`config.mk`:
```
export PLATFORM = sky130hd
export DESIGN_NAME = decode_stage_buf_flat
export DESIGN_NICKNAME = d
export VERILOG_FILES = /design/src/rtl/decode_stage_buf_if.sv /design/src/rtl/decode_stage_buf.sv /design/src/flat_wrapper.sv
export SDC_FILE = /design/constraint.sdc
export NUM_CORES = 1
export LEC_CHECK = 0
export CORE_MARGIN = 1.5
export CORE_UTILIZATION = 40
export CTS_CLUSTER_SIZE = 40
export DETAILED_ROUTE_END_ITERATION = 12
export PLACE_DENSITY = 0.79
export SLEW_MARGIN = 20
export SYNTH_ARGS = -nofsm -noshare
export SYNTH_HDL_FRONTEND = slang
export SYNTH_SLANG_ARGS = --single-unit
```
`constraint.sdc`:
```
create_clock -name clk -period 3.6 [get_ports clk]
set_input_delay 0.72 -clock clk [delete_from_list [all_inputs] [get_ports clk]]
set_output_delay 0.72 -clock clk [all_outputs]
set_load 0.01 [all_outputs]
```
`src/rtl/decode_stage_buf_if.sv`:
```
// Fetch->decode->execute handshake bundle for the decode stage buffer.
// master: upstream fetch / downstream execute side; slave: the buffer.
interface decode_stage_buf_if #(
  parameter int ISC_BIT = 32,
  parameter int ADR_BIT = 32
);
  logic               in_valid;
  logic               in_ready;
  logic [ISC_BIT-1:0] isc;
  logic [ADR_BIT-1:0] pc_next_in;
  logic               out_valid;
  logic               out_ready;
  logic [5:0]         op;
  logic [4:0]         rs;
  logic [4:0]         rt;
  logic [4:0]         rd;
  logic [4:0]         shamt;
  logic [5:0]         rfunct;
  logic [15:0]        imm;
  logic [ADR_BIT-1:0] imm_ext;
  logic [25:0]        jaddr;
  logic [5:0]         real_op;
  logic [ADR_BIT-1:0] pc_next;

  modport master (
    output in_valid, isc, pc_next_in, out_ready,
    input  in_ready, out_valid, op, rs, rt, rd, shamt, rfunct,
           imm, imm_ext, jaddr, real_op, pc_next
  );

  modport slave (
    input  in_valid, isc, pc_next_in, out_ready,
    output in_ready, out_valid, op, rs, rt, rd, shamt, rfunct,
           imm, imm_ext, jaddr, real_op, pc_next
  );
endinterface

```
`src/rtl/decode_stage_buf.sv`:
```
// Decode stage buffer: decodes MIPS-style instructions on entry and holds
// them in a small circular FIFO. Flush kills everything (buffered and
// incoming) and the killed entries are tallied in a saturating counter.
module decode_stage_buf #(
  parameter int ISC_BIT = 32,
  parameter int ADR_BIT = 32,
  parameter int DEPTH   = 2,
  parameter int CNT_BIT = 8
) (
  input  logic                   clk,
  input  logic                   rst_n,
  input  logic                   flush,
  decode_stage_buf_if.slave      bus,
  output logic [$clog2(DEPTH):0] count,
  output logic [CNT_BIT-1:0]     drop_cnt
);
  localparam int PW = $clog2(DEPTH);
  localparam int CW = PW + 1;
  localparam logic [CW-1:0] FULL = CW'(DEPTH);
  // drop_cnt + count + 1 never exceeds 2^CNT_BIT + 8, so 5 extra bits suffice
  localparam int SW = CNT_BIT + 5;
  localparam logic [SW-1:0] SAT = SW'({CNT_BIT{1'b1}});

  typedef struct packed {
    logic [5:0]         op;
    logic [4:0]         rs;
    logic [4:0]         rt;
    logic [4:0]         rd;
    logic [4:0]         shamt;
    logic [5:0]         rfunct;
    logic [15:0]        imm;
    logic [ADR_BIT-1:0] imm_ext;
    logic [25:0]        jaddr;
    logic [5:0]         real_op;
    logic [ADR_BIT-1:0] pc_next;
  } ent_t;

  ent_t          mem [DEPTH];
  ent_t          wr_ent;
  ent_t          head;
  logic [PW-1:0] wr_ptr;
  logic [PW-1:0] rd_ptr;
  logic          acc;
  logic          push;
  logic          pop;
  logic [SW-1:0] drop_sum;

  function automatic logic [PW-1:0] ptr_inc(input logic [PW-1:0] p);
    return (p == PW'(DEPTH - 1)) ? '0 : p + 1'b1;
  endfunction

  // Decode the incoming instruction into its stored form
  always_comb begin
    wr_ent         = '0;
    wr_ent.op      = bus.isc[31:26];
    wr_ent.rs      = bus.isc[25:21];
    wr_ent.rt      = bus.isc[20:16];
    wr_ent.rd      = bus.isc[15:11];
    wr_ent.shamt   = bus.isc[10:6];
    wr_ent.rfunct  = bus.isc[5:0];
    wr_ent.imm     = bus.isc[15:0];
    wr_ent.jaddr   = bus.isc[25:0];
    wr_ent.pc_next = bus.pc_next_in;
    // R-type instructions carry their real operation in the funct field
    wr_ent.real_op = (bus.isc[31:26] == 6'h00) ? bus.isc[5:0] : bus.isc[31:26];
    // logical immediates (andi/ori/xori) zero-extend, everything else sign-extends
    if (bus.isc[31:26] inside {6'h0C, 6'h0D, 6'h0E})
      wr_ent.imm_ext = {{(ADR_BIT-16){1'b0}}, bus.isc[15:0]};
    else
      wr_ent.imm_ext = {{(ADR_BIT-16){bus.isc[15]}}, bus.isc[15:0]};
  end

  // No pass-through when full: readiness depends only on current occupancy
  assign bus.in_ready  = rst_n & (count < FULL);
  assign bus.out_valid = (count != '0);
  assign acc           = bus.in_valid & bus.in_ready;
  assign push          = acc & ~flush;
  assign pop           = bus.out_valid & bus.out_ready & ~flush;
  assign drop_sum      = SW'(drop_cnt) + SW'(count) + SW'(acc);

  // Pointer, occupancy, storage and drop-counter update
  always_ff @(posedge clk) begin
    if (!rst_n) begin
      wr_ptr   <= '0;
      rd_ptr   <= '0;
      count    <= '0;
      drop_cnt <= '0;
      for (int i = 0; i < DEPTH; i++) mem[i] <= '0;
    end else if (flush) begin
      wr_ptr   <= '0;
      rd_ptr   <= '0;
      count    <= '0;
      drop_cnt <= (drop_sum > SAT) ? '1 : drop_sum[CNT_BIT-1:0];
    end else begin
      if (push) begin
        mem[wr_ptr] <= wr_ent;
        wr_ptr      <= ptr_inc(wr_ptr);
      end
      if (pop) rd_ptr <= ptr_inc(rd_ptr);
      count <= count + CW'(push) - CW'(pop);
    end
  end

  // Present the head entry; stale storage is masked to zero when empty
  always_comb begin
    head = '0;
    if (bus.out_valid) head = mem[rd_ptr];
  end

  assign bus.op      = head.op;
  assign bus.rs      = head.rs;
  assign bus.rt      = head.rt;
  assign bus.rd      = head.rd;
  assign bus.shamt   = head.shamt;
  assign bus.rfunct  = head.rfunct;
  assign bus.imm     = head.imm;
  assign bus.imm_ext = head.imm_ext;
  assign bus.jaddr   = head.jaddr;
  assign bus.real_op = head.real_op;
  assign bus.pc_next = head.pc_next;
endmodule

```
`src/flat_wrapper.sv`:
```
// flat-port wrapper written by rule: the top's interface ports become plain ports
module decode_stage_buf_flat 
#(
  parameter int ISC_BIT = 32,
  parameter int ADR_BIT = 32,
  parameter int DEPTH   = 2,
  parameter int CNT_BIT = 8
)
  (clk, rst_n, flush, count, drop_cnt, bus_in_valid, bus_isc, bus_pc_next_in, bus_out_ready, bus_in_ready, bus_out_valid, bus_op, bus_rs, bus_rt, bus_rd, bus_shamt, bus_rfunct, bus_imm, bus_imm_ext, bus_jaddr, bus_real_op, bus_pc_next);
  decode_stage_buf_if #(.ISC_BIT(ISC_BIT), .ADR_BIT(ADR_BIT)) bus_i ();
  input  logic clk;
  input  logic rst_n;
  input  logic flush;
  output logic [$clog2(DEPTH):0] count;
  output logic [CNT_BIT-1:0] drop_cnt;
  input wire logic [$bits(bus_i.in_valid)-1:0] bus_in_valid;
  input wire logic [$bits(bus_i.isc)-1:0] bus_isc;
  input wire logic [$bits(bus_i.pc_next_in)-1:0] bus_pc_next_in;
  input wire logic [$bits(bus_i.out_ready)-1:0] bus_out_ready;
  output wire logic [$bits(bus_i.in_ready)-1:0] bus_in_ready;
  output wire logic [$bits(bus_i.out_valid)-1:0] bus_out_valid;
  output wire logic [$bits(bus_i.op)-1:0] bus_op;
  output wire logic [$bits(bus_i.rs)-1:0] bus_rs;
  output wire logic [$bits(bus_i.rt)-1:0] bus_rt;
  output wire logic [$bits(bus_i.rd)-1:0] bus_rd;
  output wire logic [$bits(bus_i.shamt)-1:0] bus_shamt;
  output wire logic [$bits(bus_i.rfunct)-1:0] bus_rfunct;
  output wire logic [$bits(bus_i.imm)-1:0] bus_imm;
  output wire logic [$bits(bus_i.imm_ext)-1:0] bus_imm_ext;
  output wire logic [$bits(bus_i.jaddr)-1:0] bus_jaddr;
  output wire logic [$bits(bus_i.real_op)-1:0] bus_real_op;
  output wire logic [$bits(bus_i.pc_next)-1:0] bus_pc_next;
  assign bus_i.in_valid = bus_in_valid;
  assign bus_i.isc = bus_isc;
  assign bus_i.pc_next_in = bus_pc_next_in;
  assign bus_i.out_ready = bus_out_ready;
  assign bus_in_ready = bus_i.in_ready;
  assign bus_out_valid = bus_i.out_valid;
  assign bus_op = bus_i.op;
  assign bus_rs = bus_i.rs;
  assign bus_rt = bus_i.rt;
  assign bus_rd = bus_i.rd;
  assign bus_shamt = bus_i.shamt;
  assign bus_rfunct = bus_i.rfunct;
  assign bus_imm = bus_i.imm;
  assign bus_imm_ext = bus_i.imm_ext;
  assign bus_jaddr = bus_i.jaddr;
  assign bus_real_op = bus_i.real_op;
  assign bus_pc_next = bus_i.pc_next;
  decode_stage_buf #(.ISC_BIT(ISC_BIT), .ADR_BIT(ADR_BIT), .DEPTH(DEPTH), .CNT_BIT(CNT_BIT)) u_core (.clk(clk), .rst_n(rst_n), .flush(flush), .bus(bus_i), .count(count), .drop_cnt(drop_cnt));
endmodule
```
==> metrics, run 1 <==
status=completed; clock latency on the worst-skew pair=0.42 ns; DP HPWL=11900 um; synthesized flop and latch total=155; type of the worst setup path=register to output pin; initial detailed-routing violation count=between 200 and 300; Worst Path Arrival=roughly 2.4 ns; worst-margin pin slew=roughly 0.86 ns; Nets=881; top cell type's share of synthesized area=54.6%; static leakage=between 0.003 and 0.004 uW; Compound-Gate Fraction of Synth Area=3.33%; Yosys warning count=0; vias post-DR=5324; Setup Fix Bufs, Post-CTS=0; CP Launch Type=register; DR vias/cell=4.94; Peak VDD IR=a little over 300 uV; Syn Inst Count=~660; Post-CTS Resized=0; vias in the first global route=5162; Worst setup EP type=output pin; Max Fclk=317 MHz; Synth Area per Inst=~12 um^2; Final Max Tran Viols=0; initial core utilization=roughly 41%; Tmin final=3.15 ns; CORE AREA=about 19000 um^2; Unique masters post-synth=48; synthesis-to-layout area growth=33.2%; first-pass GRT wire length=26900 um; mux share of post-synthesis cell area=9.10%; # DRC=0; grt peak-use layer=met2; Clock power frac=41.3%; most frequent cell after synthesis=edfxtp_1; Die Wd=143 um; Seq/Total Area, Yosys=57.9%; Routed Wire Length=17700 um; setup TNS=0 ns; Gate power share=8.3%; Cell Rows=50; area leader, netlist=edfxtp_1; drt wl/cell=16.4 um; routability-driven placement congestion ratio=between 0.9 and 1; main combinational cell family by area after synthesis=simple AND/OR/NAND/NOR gates; met3 usage=4.29%; antenna violations before repair=0; hold_buf cts=0; CP Max Fanout=17; full die area=20400 um^2; P per Cell Area=approximately 400 nW/um^2; DR pass1 iterations=7; # port buffers=approximately 220; Internal=between 3000 and 4000 uW; Clock Skews=0.00784 ns; Num CTS Buffers=17; Synth Area in Adders=1.22%; grt met2 use=30.8%; switch share=between 20 and 25%; Ant. Diodes=0; share of cells above drive strength 1=8.19%; IO Pins=225; crit share post-route=87.5%; RSZ-0062 raised after global routing=no; synth top area cells=edfxtp_1, mux2i_1, buf_4; Synth Cell Area=7810 um^2; maxcap violations=0; fraction of the mapped netlist area in simple logic gates=17.9%; grt met1 use=21.5%; clock sinks=around 160; Root Buffer=clkbuf_16; number of flops mapped to enable cells by yosys=142; Fin. Hold Viols=0; Async SR Flop Fraction=0%; post-route ant nets=0; clk buf depth=2; Pwr Total=4120 uW; post-placement cell count=1046; worst hold path class=register to register; xor/xnor cell area share of the yosys netlist=0.673%; Worst slew margin=42.2%; largest net degree at the start of global routing=66; clk slew on worst S/H paths=0.05 ns; H-tree Lvls=4; Post-synth top cells=edfxtp_1, nor2_1, buf_4; NetSw=886 uW; syn nets=733; total grt overflow=0; CP required=2.88 ns; sequential share of power=50.4%; die height=about 140 um; Synth Flop Type=edfxtp_1; Layout Utilization=between 50% and 60%; post-route insts no fill=between 1000 and 1500; Tot GR Track Use=about 18%; CTS tree=done; final setup fails=0
final cells by class:
type                            instances  area (um^2)
Sequential cell                       155         4530
Timing Repair Buffer                  243         2410
Fill cell                            1610         8550
Multi-Input combinational cell        379         2550
Clock buffer                           20          437
Inverter                                9         33.8
Tap cell                              260          325
Clock inverter                         12          121
critical path: stages (launching register included):
cell and delay [ns]:
dfxtp_4 0.53, mux2i_1 0.12, nor2_1 0.67, clkdlybuf4s50_1 0.69
power by group through the flow:
stage,sequential (uW),combinational [uW],clock [uW]
finish,2080,342,1700
CTS,2080,347,1730
global route,2080,375,1810
floorplan,2110,164,0
detailed placement,2120,346,0
global placement,2110,341,0
flip-flops by register name, summed over array words and instances, names as in the netlist, named ones only:
| register | flops |
|---|---|
| u_core.rd_ptr | 1 |
| u_core.mem | 142 |
| u_core.wr_ptr | 1 |
| u_core.count | 2 |
| u_core.drop_cnt | 8 |
placed cells by master (no fill, tap or decap), drive strengths merged, types with 5 or more instances in the layout:
master	count
buf	19
mux2i	71
ha	6
edfxtp	142
inv	11
clkinv	7
and2	66
clkdlybuf4s50	224
a21oi	11
and3	66
nor2	95
clkbuf	20
nand3	5
nand2	9
o21ai	8
dfxtp	13
path summary, 6_finish.rpt:
path                            slack (ns)  cells past startpoint            endpoint             from
worst max-delay path                  0.45                      3     bus_imm_ext[29]         register
worst min-delay path                  0.51                      2       u_core.rd_ptr    u_core.rd_ptr
worst max register to register        1.05                      8  u_core.drop_cnt[3]  u_core.count[0]
worst min register to register        0.51                      2       u_core.rd_ptr    u_core.rd_ptr
metrics by stage:
stage,hold slack (ns),setup WS (ns),instance area [um^2]
final,0.514,0.449,10400
after global routing,0.548,0.261,10400
after CTS,0.515,0.366,10400
after detailed placement,0.494,0.551,9850
after global placement,0.487,0.601,9850
after floorplan,0.472,0.0589,7810
routing by layer:
metal | up-vias | wire, um | part of all wire (%)
met4 | 0 | 207 | 1.2
met3 | 19 | 1250 | 7.0
met5 | - | 0 | 0
met2 | 204 | 8890 | 50
li1 | 2540 | - | -
met1 | 2561 | 7370 | 42
cells by family after synthesis:
logic type | count (synthesis)
AO/OA/AOI/OAI | 37
XOR/XNOR | 6
adder cells (fa/ha/maj) | 7
buffers and inverters | 123
flip-flops | 155
multiplexers | 71
AND/OR/NAND/NOR | 258
Power figures use the tool's default switching activity.
==> run 2, diff against run 1 <==
- SLEW_MARGIN: 20 -> 10
==> results of run 2 <==
The final DEF is identical to that of run 1; final timing and power are the same.
